--- src/rtl/imem_loader_pkg.sv ---
// Shared definitions for the instruction-memory loader, CPU and instruction memory.
// Holds the loader state encoding, width defaults and reserved-bit helpers.
package imem_loader_pkg;

    localparam int ADDR_W_DEF = 8;
    localparam int INST_W_DEF = 19;

    // Bits of the third word byte that must be zero in a valid image.
    localparam logic [7:0] RSVD_MASK = 8'hF8;

    typedef enum logic [2:0] {
        IDLE = 3'd0,
        HDR  = 3'd1,
        B0   = 3'd2,
        B1   = 3'd3,
        B2   = 3'd4,
        CSUM = 3'd5,
        DONE = 3'd6,
        ERR  = 3'd7
    } state_t;

    function automatic logic rsvd_bad(input logic [7:0] byte2);
        return |(byte2 & RSVD_MASK);
    endfunction

endpackage

--- src/rtl/imem_word_asm.sv ---
// Byte shift register and instruction-word assembly for the loader.
// The third byte is taken straight from the stream so the word is ready on its transfer.
module imem_word_asm
    import imem_loader_pkg::*;
#(
    parameter int INST_W = INST_W_DEF
)(
    input  logic              clk,
    input  logic              reset,
    input  logic              shift_en,
    input  logic [7:0]        in_data,
    output logic [INST_W-1:0] word,
    output logic              rsvd_err
);

    logic [15:0] shreg_r;

    // Shift each accepted low byte in from the top: after two shifts {byte1, byte0}.
    always_ff @(posedge clk) begin
        if (!reset) begin
            shreg_r <= 16'h0000;
        end else if (shift_en) begin
            shreg_r <= {in_data, shreg_r[15:8]};
        end else begin
            shreg_r <= shreg_r;
        end
    end

    assign word     = {in_data[INST_W-17:0], shreg_r};
    assign rsvd_err = rsvd_bad(in_data);

endmodule

--- src/rtl/imem_loader.sv ---
// Loads the instruction memory from a header+payload byte stream and holds the CPU in reset meanwhile.
// Optional trailer checksum check is enabled by defining IMEM_LOADER_CHECKSUM_EN.
module imem_loader
    import imem_loader_pkg::*;
#(
    parameter int ADDR_W    = ADDR_W_DEF,
    parameter int INST_W    = INST_W_DEF,
    parameter int BASE_ADDR = 0
)(
    input  logic              clk,
    input  logic              reset,
    input  logic              start,
    input  logic              in_valid,
    input  logic [7:0]        in_data,
    output logic              in_ready,
    output logic              imem_we,
    output logic [ADDR_W-1:0] imem_addr,
    output logic [INST_W-1:0] imem_wdata,
    output logic              cpu_hold,
    output logic              done,
    output logic              error
);

    localparam int                LEFT_W     = ((ADDR_W > 8) ? ADDR_W : 8) + 1;
    localparam logic [ADDR_W-1:0] BASE       = ADDR_W'(BASE_ADDR);
    localparam logic [LEFT_W-1:0] FULL_COUNT = LEFT_W'(1'b1) << ADDR_W;

    state_t              state_r;
    state_t              next_s;
    logic                accept_s;
    logic                write_s;
    logic                last_word_s;
    logic                shift_en_s;
    logic                rsvd_err_s;
    logic [INST_W-1:0]   word_s;
    logic [LEFT_W-1:0]   words_left_r;
    logic [ADDR_W-1:0]   next_addr_r;
`ifdef IMEM_LOADER_CHECKSUM_EN
    logic [7:0]          csum_r;
`endif

    assign accept_s    = in_valid && in_ready;
    assign last_word_s = (words_left_r == LEFT_W'(1'b1));
    assign shift_en_s  = accept_s && ((state_r == B0) || (state_r == B1));
    assign write_s     = accept_s && (state_r == B2) && !rsvd_err_s;

    imem_word_asm #(
        .INST_W (INST_W)
    ) u_word_asm (
        .clk      (clk),
        .reset    (reset),
        .shift_en (shift_en_s),
        .in_data  (in_data),
        .word     (word_s),
        .rsvd_err (rsvd_err_s)
    );

    // Next-state logic for the load sequence.
    always_comb begin
        next_s = state_r;
        case (state_r)
            IDLE, DONE, ERR: begin
                if (start) next_s = HDR;
                else       next_s = state_r;
            end
            HDR: begin
                if (accept_s) next_s = B0;
                else          next_s = state_r;
            end
            B0: begin
                if (accept_s) next_s = B1;
                else          next_s = state_r;
            end
            B1: begin
                if (accept_s) next_s = B2;
                else          next_s = state_r;
            end
            B2: begin
                if (!accept_s)       next_s = state_r;
                else if (rsvd_err_s) next_s = ERR;
`ifdef IMEM_LOADER_CHECKSUM_EN
                else if (last_word_s) next_s = CSUM;
`else
                else if (last_word_s) next_s = DONE;
`endif
                else                 next_s = B0;
            end
`ifdef IMEM_LOADER_CHECKSUM_EN
            CSUM: begin
                if (!accept_s)              next_s = state_r;
                else if (in_data == csum_r) next_s = DONE;
                else                        next_s = ERR;
            end
`endif
            default: next_s = IDLE;
        endcase
    end

    // State register and status outputs, registered from the next state.
    always_ff @(posedge clk) begin
        if (!reset) begin
            state_r  <= IDLE;
            in_ready <= 1'b0;
            cpu_hold <= 1'b1;
            done     <= 1'b0;
            error    <= 1'b0;
        end else begin
            state_r  <= next_s;
            in_ready <= (next_s == HDR) || (next_s == B0) || (next_s == B1) ||
                        (next_s == B2) || (next_s == CSUM);
            cpu_hold <= (next_s != DONE);
            done     <= (next_s == DONE);
            error    <= (next_s == ERR);
        end
    end

    // Write port: a one-cycle pulse per word; address and data hold afterwards.
    always_ff @(posedge clk) begin
        if (!reset) begin
            imem_we    <= 1'b0;
            imem_addr  <= BASE;
            imem_wdata <= {INST_W{1'b0}};
        end else if (write_s) begin
            imem_we    <= 1'b1;
            imem_addr  <= next_addr_r;
            imem_wdata <= word_s;
        end else begin
            imem_we    <= 1'b0;
            imem_addr  <= imem_addr;
            imem_wdata <= imem_wdata;
        end
    end

    // Word counter and write pointer; header value 0 stands for a full memory image.
    always_ff @(posedge clk) begin
        if (!reset) begin
            words_left_r <= {LEFT_W{1'b0}};
            next_addr_r  <= BASE;
        end else if (accept_s && (state_r == HDR)) begin
            words_left_r <= (in_data == 8'h00) ? FULL_COUNT : {{(LEFT_W-8){1'b0}}, in_data};
            next_addr_r  <= BASE;
        end else if (write_s) begin
            words_left_r <= words_left_r - LEFT_W'(1'b1);
            next_addr_r  <= next_addr_r + ADDR_W'(1'b1);
        end else begin
            words_left_r <= words_left_r;
            next_addr_r  <= next_addr_r;
        end
    end

`ifdef IMEM_LOADER_CHECKSUM_EN
    // Running XOR of the header and every payload byte.
    always_ff @(posedge clk) begin
        if (!reset) begin
            csum_r <= 8'h00;
        end else if (accept_s && (state_r == HDR)) begin
            csum_r <= in_data;
        end else if (accept_s) begin
            csum_r <= csum_r ^ in_data;
        end else begin
            csum_r <= csum_r;
        end
    end
`endif

endmodule
--- config.mk ---
export PLATFORM = sky130hd
export DESIGN_NAME = imem_loader
export DESIGN_NICKNAME = d
export VERILOG_FILES = /design/src/rtl/imem_loader_pkg.sv /design/src/rtl/imem_word_asm.sv /design/src/rtl/imem_loader.sv
export SDC_FILE = /design/constraint.sdc
export NUM_CORES = 1
export LEC_CHECK = 0
export CAP_MARGIN = 5
export CORE_AREA = 5 5 130 82
export CTS_BUF_LIST = sky130_fd_sc_hd__clkbuf_8
export CTS_CLUSTER_DIAMETER = 30
export DETAILED_ROUTE_END_ITERATION = 7
export DIE_AREA = 0 0 135 87
export SYNTH_ARGS = -nofsm -noshare
export SYNTH_HDL_FRONTEND = slang
export SYNTH_SLANG_ARGS = --single-unit
--- constraint.sdc ---
create_clock -name clk -period 2.3 [get_ports clk]
set_clock_uncertainty 0.2 [all_clocks]
set_input_delay 0.46 -clock clk [delete_from_list [all_inputs] [get_ports clk]]
set_output_delay 0.46 -clock clk [all_outputs]
set_load 0.005 [all_outputs]
==> results summary <==
The fill cell instance count of the final layout came out at 974. After global routing the overflow that remains totals 0. The row count came out at 28.

The clock latency reported for the late side of the worst-skew pair came out at 360 ps. The combined flip-flop and latch cell area came out at 1360 sq um. The post-layout net count came out at 413. Counting I/O delays and the setup requirement, the final critical path takes 2150 ps. The final-report hold violation count came out at 0. The leakage power is 1.28 nW.

The first global-routing pass estimated 11.5 mm of wire. The detail route stage leaves a number of antenna-violating nets equal to 0. The die height came out at 87 microns. The multi-input gate area in the final layout is 1280 sq um.

In the synthesized netlist the dominant register cell turns out to be sky130_fd_sc_hd__dfxtp_1. The arrival time at the worst endpoint is 2220 ps. The adder-cell area share of the yosys netlist came out at 1.37%. The maximum vdd drop is 0.000315 V.

The number of DRC violations after detailed routing is 0. Traced cell by cell, the critical path runs through clkdlybuf4s50_1 -> nor3_2 -> buf_4 -> and4_1 -> nand3_2 -> o311a_1 -> o21a_1. Once detailed placement completed, the half-perimeter wirelength came to 5.09 mm. The total detailed-routing wirelength came out at 7.05 mm. The fraction of layout instances using a drive strength above 1 is 12.7%.

The synthesized design contains 0 enable-type register cells. The initial detailed-routing violation count came out at 126. No sink is reached through more buffers than the 2 on the longest clock path. The top fanout value on the critical path is 4. The area inside the core boundary came out at 9490 sq um.

The flow ran to the end, and the final reports show no timing, DRC or antenna violations. The number of synthesis warnings is 0. The number of antenna violations at the first check in global routing came out at 0. The synthesized area came out at 2730 sq um. The critical path's largest stage delay came out at 440 ps. The area growth from synthesis to layout is 35.2%. The total vias in the final route is 2499. The clock tree synthesis step divided the H-tree into 3 levels.

TritonCTS built the clock tree. The number of max-slew violations in the final report was 0. Port buffering added 43 buffers. The proportion of netlist area held by the largest area contributor is 49.8%. In this run the clock root is driven by a sky130_fd_sc_hd__clkbuf_8. The detailed-route vias per instance is 4.64. The post-place instance area is 3480 sq um. The maximum number of pins on one net before global-route repair is 52. For this design the ratio of total power to cell area is 635 nW/um^2. The number of storage elements in the synthesis netlist is 68. The cell type with the largest total area after synthesis is sky130_fd_sc_hd__dfxtp_1.

The worst slew margin relative to its limit came out at 63.6%. The effective utilization at floorplan is 28.8%. The number of max-cap violations came out at 0. The post-placement cell count is 522. By startpoint and endpoint, the worst setup path is classified as in -> reg.

The count of final setup violators is 0. The iteration count of the initial detailed-routing pass is 4. The filler-free cell count of the finished design came out at 538. In this run the horizontal extent of the chip is 135 microns. The number of global-route vias before repair came out at 2297.

STA puts the critical path data required time at 2360 ps. STA classifies the critical path startpoint as an input pin. The area fraction in compound gates after synthesis is 16.6%. The buffers inserted during post-CTS setup optimization came out at 0.

Setup repair after global routing left no endpoint under its margin. The placer's final routability congestion estimate is 0.801. The average instance area after synthesis is 8.19 sq um. The number of clock sinks seen by CTS is 68.

The smallest hold slack came out at 251 ps. The fraction of the mapped netlist area in simple logic gates came out at 25.0%. The die covers 11700 sq um. At the placement stage, the worst setup path has a slack of -318 ps. The gate count after technology mapping came out at 334. The synthesized net count is 349. After routing the design area is 3700 sq um. By area, the combinational part of the netlist is dominated by simple AND/OR/NAND/NOR gates. Static timing analysis puts the maximum clock frequency at 0.464 GHz. The routed length per instance is 13.1 microns. In the synthesized netlist the async set-or-reset flop fraction comes to 0%.

The register area share after synthesis came out at 49.8%. The top-level I/O count came out at 44. Clock-pin slew was measured on the worst setup and hold paths at 80 ps. After clock tree synthesis, the flow added hold-fix buffers numbering 0. The xor/xnor share of the synthesized area is 2.56%. The overall routing resource usage is 12.4%. The critical path contains buffers and inverters numbering 2 combined.

The tightest min-delay check is of the reg -> reg type. The family with the most delay on the worst path is simple AND/OR/NAND/NOR gates. The share of synthesized area spent on multiplexers is 1.10%. The actual slew at the worst max-slew pin is 546 ps. After synthesis, the cell types taking the most area are sky130_fd_sc_hd__dfxtp_1 (50%), sky130_fd_sc_hd__nand2_1 (14%), sky130_fd_sc_hd__a21oi_1 (9.9%). After layout, the worst setup slack is 147 ps. The critical path's slowest cell is sky130_fd_sc_hd__clkdlybuf4s50_1. The number of buffers created by CTS is 9.

STA classifies the critical path endpoint as a register. The number of diodes added for antenna fixing is 0. The count of different cell masters after synthesis came out at 45.

The final critical path takes up 93.6% of the cycle.
cells in the final DEF (no fill, tap or decap), types with 2 or more instances in the layout:
cell type,Yosys,final
sky130_fd_sc_hd__a211o_1,2,2
sky130_fd_sc_hd__a21oi_1,54,54
sky130_fd_sc_hd__a31oi_1,3,3
sky130_fd_sc_hd__and2_1,2,2
sky130_fd_sc_hd__and3_1,3,3
sky130_fd_sc_hd__buf_4,1,28
sky130_fd_sc_hd__clkbuf_8,0,11
sky130_fd_sc_hd__clkdlybuf4s50_1,0,43
sky130_fd_sc_hd__clkinvlp_4,0,2
sky130_fd_sc_hd__dfxtp_1,68,68
sky130_fd_sc_hd__ha_1,3,3
sky130_fd_sc_hd__inv_1,3,3
sky130_fd_sc_hd__mux2i_1,3,3
sky130_fd_sc_hd__nand2_1,101,101
sky130_fd_sc_hd__nand2b_1,2,2
sky130_fd_sc_hd__nand3_1,10,10
sky130_fd_sc_hd__nand4_1,3,3
sky130_fd_sc_hd__nor2_1,10,10
sky130_fd_sc_hd__nor3_1,7,6
sky130_fd_sc_hd__o211a_1,2,2
sky130_fd_sc_hd__o21a_1,3,3
sky130_fd_sc_hd__o21ai_0,4,4
sky130_fd_sc_hd__o31ai_1,2,2
sky130_fd_sc_hd__or3_1,2,2
sky130_fd_sc_hd__xnor2_1,3,3
sky130_fd_sc_hd__xor2_1,5,5
cell families after synthesis:
group | after synthesis
AND/OR/NAND/NOR | 151
XOR/XNOR | 8
AO/OA/AOI/OAI | 78
adder cells (fa/ha/maj) | 3
flip-flops | 68
multiplexers | 3
buffers and inverters | 23
area by class of cell:
| type | instances | area share (%) |
|---|---|---|
| Clock buffer | 11 | 4.10 |
| Clock inverter | 5 | 1.59 |
| Inverter | 4 | 0.406 |
| Multi-Input combinational cell | 243 | 34.6 |
| Sequential cell | 68 | 36.8 |
| Tap cell | 135 | 4.57 |
| Timing Repair Buffer | 72 | 17.9 |
where the power goes:
group	switching, mW	leakage [nW]	internal (mW)
sequential	0.0106	0.548	1.18
clock	0.472	0.102	0.561
combinational	0.0638	0.628	0.0563
layer usage:
metal,routed length [microns],global-route usage [%]
met1,3640,17.4
met2,2880,17.8
met3,448,5.20
met4,72,3.02
met5,0,0
repair_timing:
action / in CTS / in global routing
setup endpoints to repair: 0 / 13
gates resized for setup: 0 / 1
hold endpoints to repair: 0 / 0
stage by stage:
step / util, % / TNS (ps) / total power, mW
floorplan: - / 0 / 1.28
global placement: 36.7 / -5860 / 1.34
detailed placement: 36.7 / -8910 / 1.34
CTS: 38.9 / 0 / 2.37
global route: 38.9 / 0 / 2.43
finish: 38.9 / 0 / 2.35
Yosys cell counts (all sizes together), types with 2 or more instances:
cell and instances:
nand2 102, dfxtp 68, a21oi 54, clkbuf 12, nand3 11, nor2 10, buf 7, nor3 7
xor2 5, o21ai 4, a31oi 3, and3 3, ha 3, inv 3, mux2i 3, nand4 3
o21a 3, xnor2 3, a211o 2, and2 2, nand2b 2, nor4 2, o211a 2, o31ai 2
or3 2
worst reg2reg max path: stages (launching register included):
cell	delay, ps
sky130_fd_sc_hd__dfxtp_1	360
sky130_fd_sc_hd__or4_1	690
sky130_fd_sc_hd__nor3_1	320
sky130_fd_sc_hd__nand3_1	140
sky130_fd_sc_hd__xor2_1	150
sky130_fd_sc_hd__a21oi_1	130
sequential cells by signal (all words and copies together), names as in the netlist:
| signal | flops |
|---|---|
| imem_wdata | 19 |
| u_word_asm.shreg_r | 16 |
| words_left_r | 9 |
| imem_addr | 8 |
| next_addr_r | 8 |
| state_r | 3 |
| cpu_hold | 1 |
| done | 1 |
| error | 1 |
| imem_we | 1 |
| in_ready | 1 |
final timing paths:
check | startpoint | cells past startpoint | slack (ps) | endpoint
max | in_data[3] | 7 | 150 | words_left_r[7]
min | u_word_asm.shreg_r[5] | 2 | 250 | imem_wdata[5]
max reg2reg | words_left_r[2] | 5 | 240 | words_left_r[8]
min reg2reg | u_word_asm.shreg_r[5] | 2 | 250 | imem_wdata[5]
No activity file was read; power rests on OpenSTA's default activity.
